$ cat src/rtl/stream_demux_pkg.sv
// Shared constants for the stream demultiplexer: error counter sizing and
// default datapath geometry.
package stream_demux_pkg;

  localparam int ERR_W = 8;
  localparam logic [ERR_W-1:0] ERR_SAT = 8'd255;

  localparam int DEF_DATA_W = 8;
  localparam int DEF_NUM_CH = 8;

endpackage

$ cat src/rtl/stream_demux_if.sv
// Input stream plus per-channel output streams of the demultiplexer.
// The master drives the input and the channel readies; the slave is the demux.
interface stream_demux_if #(
  parameter int DATA_W = stream_demux_pkg::DEF_DATA_W,
  parameter int NUM_CH = stream_demux_pkg::DEF_NUM_CH
);

  localparam int SEL_W = $clog2(NUM_CH);

  logic [DATA_W-1:0]        in_data;
  logic [SEL_W-1:0]         in_sel;
  logic                     in_bcast;
  logic                     in_valid;
  logic                     in_ready;
  logic [NUM_CH*DATA_W-1:0] out_data;
  logic [NUM_CH-1:0]        out_valid;
  logic [NUM_CH-1:0]        out_ready;

  modport master (
    output in_data, in_sel, in_bcast, in_valid, out_ready,
    input  in_ready, out_data, out_valid
  );

  modport slave (
    input  in_data, in_sel, in_bcast, in_valid, out_ready,
    output in_ready, out_data, out_valid
  );

endinterface

$ cat src/rtl/stream_demux_onehot_dec.sv
// Channel index to one-hot decode; indices at or beyond NUM_CH give all zeros,
// which the demux uses to detect an out-of-range select.
module onehot_dec #(
  parameter  int NUM_CH = 8,
  localparam int SEL_W  = $clog2(NUM_CH)
) (
  input  logic [SEL_W-1:0]  sel,
  output logic [NUM_CH-1:0] onehot
);

  generate
    for (genvar gi = 0; gi < NUM_CH; gi++) begin : g_bit
      assign onehot[gi] = (sel == SEL_W'(gi));
    end
  endgenerate

endmodule

$ cat src/rtl/stream_demux.sv
// One-entry stream demultiplexer: a single held payload fans out to one channel
// or to all channels, and each channel retires its copy independently.
module stream_demux
  import stream_demux_pkg::*;
#(
  parameter int DATA_W = DEF_DATA_W,
  parameter int NUM_CH = DEF_NUM_CH
) (
  input  logic             clk,
  input  logic             rst_n,
  stream_demux_if.slave    bus,
  output logic [ERR_W-1:0] err_cnt
);

  logic [DATA_W-1:0] hold_q;
  logic [DATA_W-1:0] hold_next;
  logic [NUM_CH-1:0] pend_q;
  logic [NUM_CH-1:0] pend_next;
  logic [NUM_CH-1:0] sel_onehot;
  logic [ERR_W-1:0]  err_next;
  logic              accept;
  logic              sel_oor;

  onehot_dec #(.NUM_CH(NUM_CH)) u_dec (
    .sel    (bus.in_sel),
    .onehot (sel_onehot)
  );

  // Ready as soon as every still-pending lane is handshaking this cycle.
  assign bus.in_ready = ((pend_q & ~bus.out_ready) == '0);
  assign accept       = bus.in_valid & bus.in_ready;
  assign sel_oor      = ~bus.in_bcast & (sel_onehot == '0);

  always_comb begin
    hold_next = hold_q;
    pend_next = pend_q & ~bus.out_ready;
    err_next  = err_cnt;
    if (accept) begin
      // A new load overrides the drain so back-to-back transfers have no bubble.
      hold_next = bus.in_data;
      pend_next = bus.in_bcast ? '1 : sel_onehot;
      if (sel_oor && (err_cnt != ERR_SAT)) begin
        err_next = err_cnt + 1'b1;
      end
    end
  end

  always_ff @(posedge clk or negedge rst_n) begin
    if (!rst_n) begin
      hold_q  <= '0;
      pend_q  <= '0;
      err_cnt <= '0;
    end else begin
      hold_q  <= hold_next;
      pend_q  <= pend_next;
      err_cnt <= err_next;
    end
  end

  assign bus.out_valid = pend_q;

  generate
    for (genvar gi = 0; gi < NUM_CH; gi++) begin : g_lane
      assign bus.out_data[gi*DATA_W +: DATA_W] = pend_q[gi] ? hold_q : '0;
    end
  endgenerate

endmodule

$ cat src/flat_wrapper.sv
// flat-port wrapper written by rule: the top's interface ports become plain ports
module stream_demux_flat import stream_demux_pkg::*;
#(
  parameter int DATA_W = DEF_DATA_W,
  parameter int NUM_CH = DEF_NUM_CH
)
  (clk, rst_n, err_cnt, bus_in_data, bus_in_sel, bus_in_bcast, bus_in_valid, bus_out_ready, bus_in_ready, bus_out_data, bus_out_valid);
  stream_demux_if #(.DATA_W(DATA_W), .NUM_CH(NUM_CH)) bus_i ();
  input  logic clk;
  input  logic rst_n;
  output logic [ERR_W-1:0] err_cnt;
  input wire logic [$bits(bus_i.in_data)-1:0] bus_in_data;
  input wire logic [$bits(bus_i.in_sel)-1:0] bus_in_sel;
  input wire logic [$bits(bus_i.in_bcast)-1:0] bus_in_bcast;
  input wire logic [$bits(bus_i.in_valid)-1:0] bus_in_valid;
  input wire logic [$bits(bus_i.out_ready)-1:0] bus_out_ready;
  output wire logic [$bits(bus_i.in_ready)-1:0] bus_in_ready;
  output wire logic [$bits(bus_i.out_data)-1:0] bus_out_data;
  output wire logic [$bits(bus_i.out_valid)-1:0] bus_out_valid;
  assign bus_i.in_data = bus_in_data;
  assign bus_i.in_sel = bus_in_sel;
  assign bus_i.in_bcast = bus_in_bcast;
  assign bus_i.in_valid = bus_in_valid;
  assign bus_i.out_ready = bus_out_ready;
  assign bus_in_ready = bus_i.in_ready;
  assign bus_out_data = bus_i.out_data;
  assign bus_out_valid = bus_i.out_valid;
  stream_demux #(.DATA_W(DATA_W), .NUM_CH(NUM_CH)) u_core (.clk(clk), .rst_n(rst_n), .bus(bus_i), .err_cnt(err_cnt));
endmodule
$ cat config.mk
export PLATFORM = sky130hd
export DESIGN_NAME = stream_demux_flat
export DESIGN_NICKNAME = d
export VERILOG_FILES = /design/src/rtl/stream_demux_pkg.sv /design/src/rtl/stream_demux_if.sv /design/src/rtl/stream_demux_onehot_dec.sv /design/src/rtl/stream_demux.sv /design/src/flat_wrapper.sv
export SDC_FILE = /design/constraint.sdc
export NUM_CORES = 1
export LEC_CHECK = 0
export ABC_CLOCK_PERIOD_IN_PS = 3100
export CORE_MARGIN = 3
export CORE_UTILIZATION = 36
export DETAILED_ROUTE_END_ITERATION = 6
export PLACE_DENSITY = 0.82
export SKIP_LAST_GASP = 1
export SYNTH_ARGS = -nofsm -noshare
export SYNTH_HDL_FRONTEND = slang
export SYNTH_SLANG_ARGS = --single-unit
$ cat constraint.sdc
create_clock -name clk -period 3.1 [get_ports clk]
set_input_delay 0.31 -clock clk [delete_from_list [all_inputs] [get_ports clk]]
set_output_delay 0.31 -clock clk [all_outputs]
set_load 0.01 [all_outputs]
==> summary.md <==
| Metric | Value |
|---|---|
| Status | `completed` |
| Seq. cell area | `601 um^2` |
| Vias in the first global route | `1200` |
| CP cell instances | `nand2b_1 > and4_4 > and3_1 > clkdlybuf4s50_1` |
| Final WL | `4280 um` |
| Final period util | `70.1%` |
| CTS Hold Buffers Added | `0` |
| DP HPWL | `3430 um` |
| Die Ht | `67.4 um` |
| Row cnt | `21` |
| Worst skew pair latency | `0.26 ns` |
| Clock slew at reported path FFs | `0.08 ns` |
| CTS Root Cell | `clkbuf_8` |
| Vias | `1280` |
| Reg2reg start | `u_core.bus.out_valid[0]$_DFF_PN0_` |
| Relative slew slack | `28.2%` |
| Distinct cell type count after synthesis | `21` |
| Crit. End Element | `output port` |
| First-pass GRT wire length | `6510 um` |
| Area growth, synth to finish | `80.8%` |
| Final critical-path required period | `2.17 ns` |
| Clk_skew | `0.00341 ns` |
| Area of the multi-input gates | `698 um^2` |
| Layout filler cell count | `300` |
| Reg-to-reg slack, setup | `1.41 ns` |
| Max-slew violation count | `0` |
| Worst min-delay path class | `reg -> reg` |
| Ports | `104` |
| Seq/Total Area, Yosys | `44.2%` |
| CP Max Fanout | `10` |
| Maximum VDD drop | `0.493 mV` |
| # diodes | `0` |
| CORE AREA | `3490 um^2` |
| Pleak | `1.02 nW` |
| Crit path arrival time | `1.86 ns` |
| Avg Cell Area, Syn | `9.71 um^2` |
| DRT Pass-1 Iters | `4` |
| RR Endpoint | `u_core.hold_q[0]$_DFFE_PN0P_` |
| Critical Path Sink | `bus_in_ready` |
| FF+latch count, synth | `24` |
| Total chip power | `2.02 mW` |
| Cells after Synth | `140` |
| I/O Buffers | `103` |
| Max stage delay on crit path | `0.53 ns` |
| TritonCTS buffer count | `3` |
| Post-route setup TNS | `0 ns` |
| Number of H-tree levels | `1` |
| Clock buffer depth | `2` |
| Horiz. Die Dim | `67.4 um` |
| Synth warn | `0` |
| WS Path Type | `reg -> out` |
| Net Count, Synth | `163` |
| Worst endpoint required time | `2.79 ns` |
| Initial core utilization | `38.9%` |
| Pwr per Cell Area | `824 nW/um^2` |
| Vias/cell | `4.52` |
| Post-CTS Resized | `0` |
| RD Place Congestion | `0.771` |
| Hold Crit Start | `u_core.err_cnt[4]$_DFFE_PN0P_` |
| Maxcap violations | `0` |
| Residual DRC | `0` |
| Slowest CP cell | `dfrtp_1` |
| Final Hold Viols | `0` |
| # setup viols final | `0` |
| RSZ-0062 raised after global routing | `false` |
| FF-to-FF path depth | `4` |
| CTS tree | `done` |
| Initial antenna violation count | `0` |
| WL/cell | `15.1 um` |
| CP Launch Type | `register` |
| # clock sinks | `24` |
| Post-CTS Setup Inserts | `0` |
| DRT iter0 DRCs | `55` |
| Total GRT Usage | `19.5%` |
| Worst slew pin tran | `1.07 ns` |
| Die Area | `4550 um^2` |
| Setup crit start | `u_core.bus.out_valid[0]$_DFF_PN0_` |
| Fmax achieved | `460 MHz` |
| Nets | `261` |
| Synthesized area | `1360 um^2` |
| Share of layout cells above drive strength 1 | `6.75%` |
| Pin count of the biggest net entering global routing | `25` |
| Gr ovfl total | `0` |
| Routed Antenna Nets | `0` |
| Hold Crit Depth | `0` |
==> Yosys cell counts <==
master | instances | area [um^2]
o21ai_0 | 5 | 25.0
nor2b_1 | 3 | 18.8
and3_1 | 1 | 6.26
a21oi_1 | 2 | 10.0
a31oi_1 | 6 | 37.5
dfrtp_1 | 24 | 601
inv_1 | 4 | 15.0
nor2_1 | 1 | 3.75
mux2_2 | 6 | 67.6
buf_1 | 1 | 3.75
nand2_1 | 1 | 3.75
buf_6 | 1 | 11.3
and2_1 | 64 | 400
mux2_4 | 2 | 30.0
nand2b_1 | 4 | 25.0
and4_4 | 1 | 11.3
o21bai_1 | 3 | 22.5
nand4_4 | 1 | 21.3
clkbuf_1 | 8 | 30.0
a21oi_2 | 1 | 8.76
nor2_2 | 1 | 6.26
==> layout make-up <==
type	count	area share, %
Tap cell	46	2.34
Multi-Input combinational cell	102	28.4
Inverter	4	0.611
Sequential cell	24	24.4
Timing Repair Buffer	103	42.0
Clock buffer	4	2.24
==> worst min-delay path by stage <==
stage | endpoint | slack [ns]
final | u_core.err_cnt[4]$_DFFE_PN0P_ | 0.38
after CTS | u_core.err_cnt[4]$_DFFE_PN0P_ | 0.38
after detailed placement | u_core.err_cnt[4]$_DFFE_PN0P_ | 0.36
after global routing | u_core.err_cnt[7]$_DFFE_PN0P_ | 0.40
after floorplan | u_core.bus.out_valid[0]$_DFF_PN0_ | 0.01
after global placement | u_core.err_cnt[7]$_DFFE_PN0P_ | 0.36
==> report_power, final <==
group	total [mW]	switching [mW]	internal, mW
Sequential	0.636	0.228	0.408
Combinational	1.19	0.429	0.756
Clock	0.203	0.0902	0.113
Total	2.02	0.747	1.28
==> worst max-delay path, delay by kind of cell, from the launching register on <==
family,cells,cell delay (ns)
buffers and inverters,1,0.53
DFF,1,0.53
and+or+nand+nor,3,0.56
==> layout by cell type (no fill, tap or decap) <==
cell               n
a21oi_1            2
a21oi_2            1
a31oi_1            6
and2_1            64
and3_1             1
and4_4             1
clkbuf_8           4
clkdlybuf4s50_1  103
dfrtp_1           24
inv_1              4
mux2_2             6
mux2_4             2
nand2_1            1
nand2b_1           4
nand4_4            1
nor2_1             1
nor2_2             1
nor2b_1            3
o21ai_0            5
o21bai_1           3
==> cells by family after synthesis <==
family                 after synthesis  synth area share, %
AND/OR/NAND/NOR                     77                 36.6
flip-flops                          24                 44.2
AO/OA/AOI/OAI                       17                 7.64
buffers and inverters               14                 4.42
multiplexers                         8                 7.18
==> per-layer routing <==
| layer | track usage [%] | wire [um] | vias to the layer above |
|---|---|---|---|
| met3 | 4.66 | 433 | 2 |
| met1 | 24.7 | 1730 | 571 |
| met2 | 33.7 | 2100 | 66 |
| met5 | 0 | 0 | - |
| li1 | - | - | 641 |
| met4 | 3.80 | 22 | 0 |
==> flip-flops by register name (all words and copies together), names as in the netlist <==
signal	count
u_core.bus.out_valid	8
u_core.err_cnt	8
u_core.hold_q	8
==> stage by stage <==
step	setup slack [ns]	hold slack [ns]	instances	utilization (%)	cell area (um^2)
final	0.926	0.377	283	70.3	2460
after global routing	0.833	0.398	283	70.3	2460
after CTS	0.913	0.383	283	70.3	2460
after detailed placement	0.963	0.364	279	68.7	2400
after global placement	0.972	0.365	279	68.7	2400
after floorplan	1.59	0.0144	140	-	1360
No activity file was read; power rests on OpenSTA's default activity.
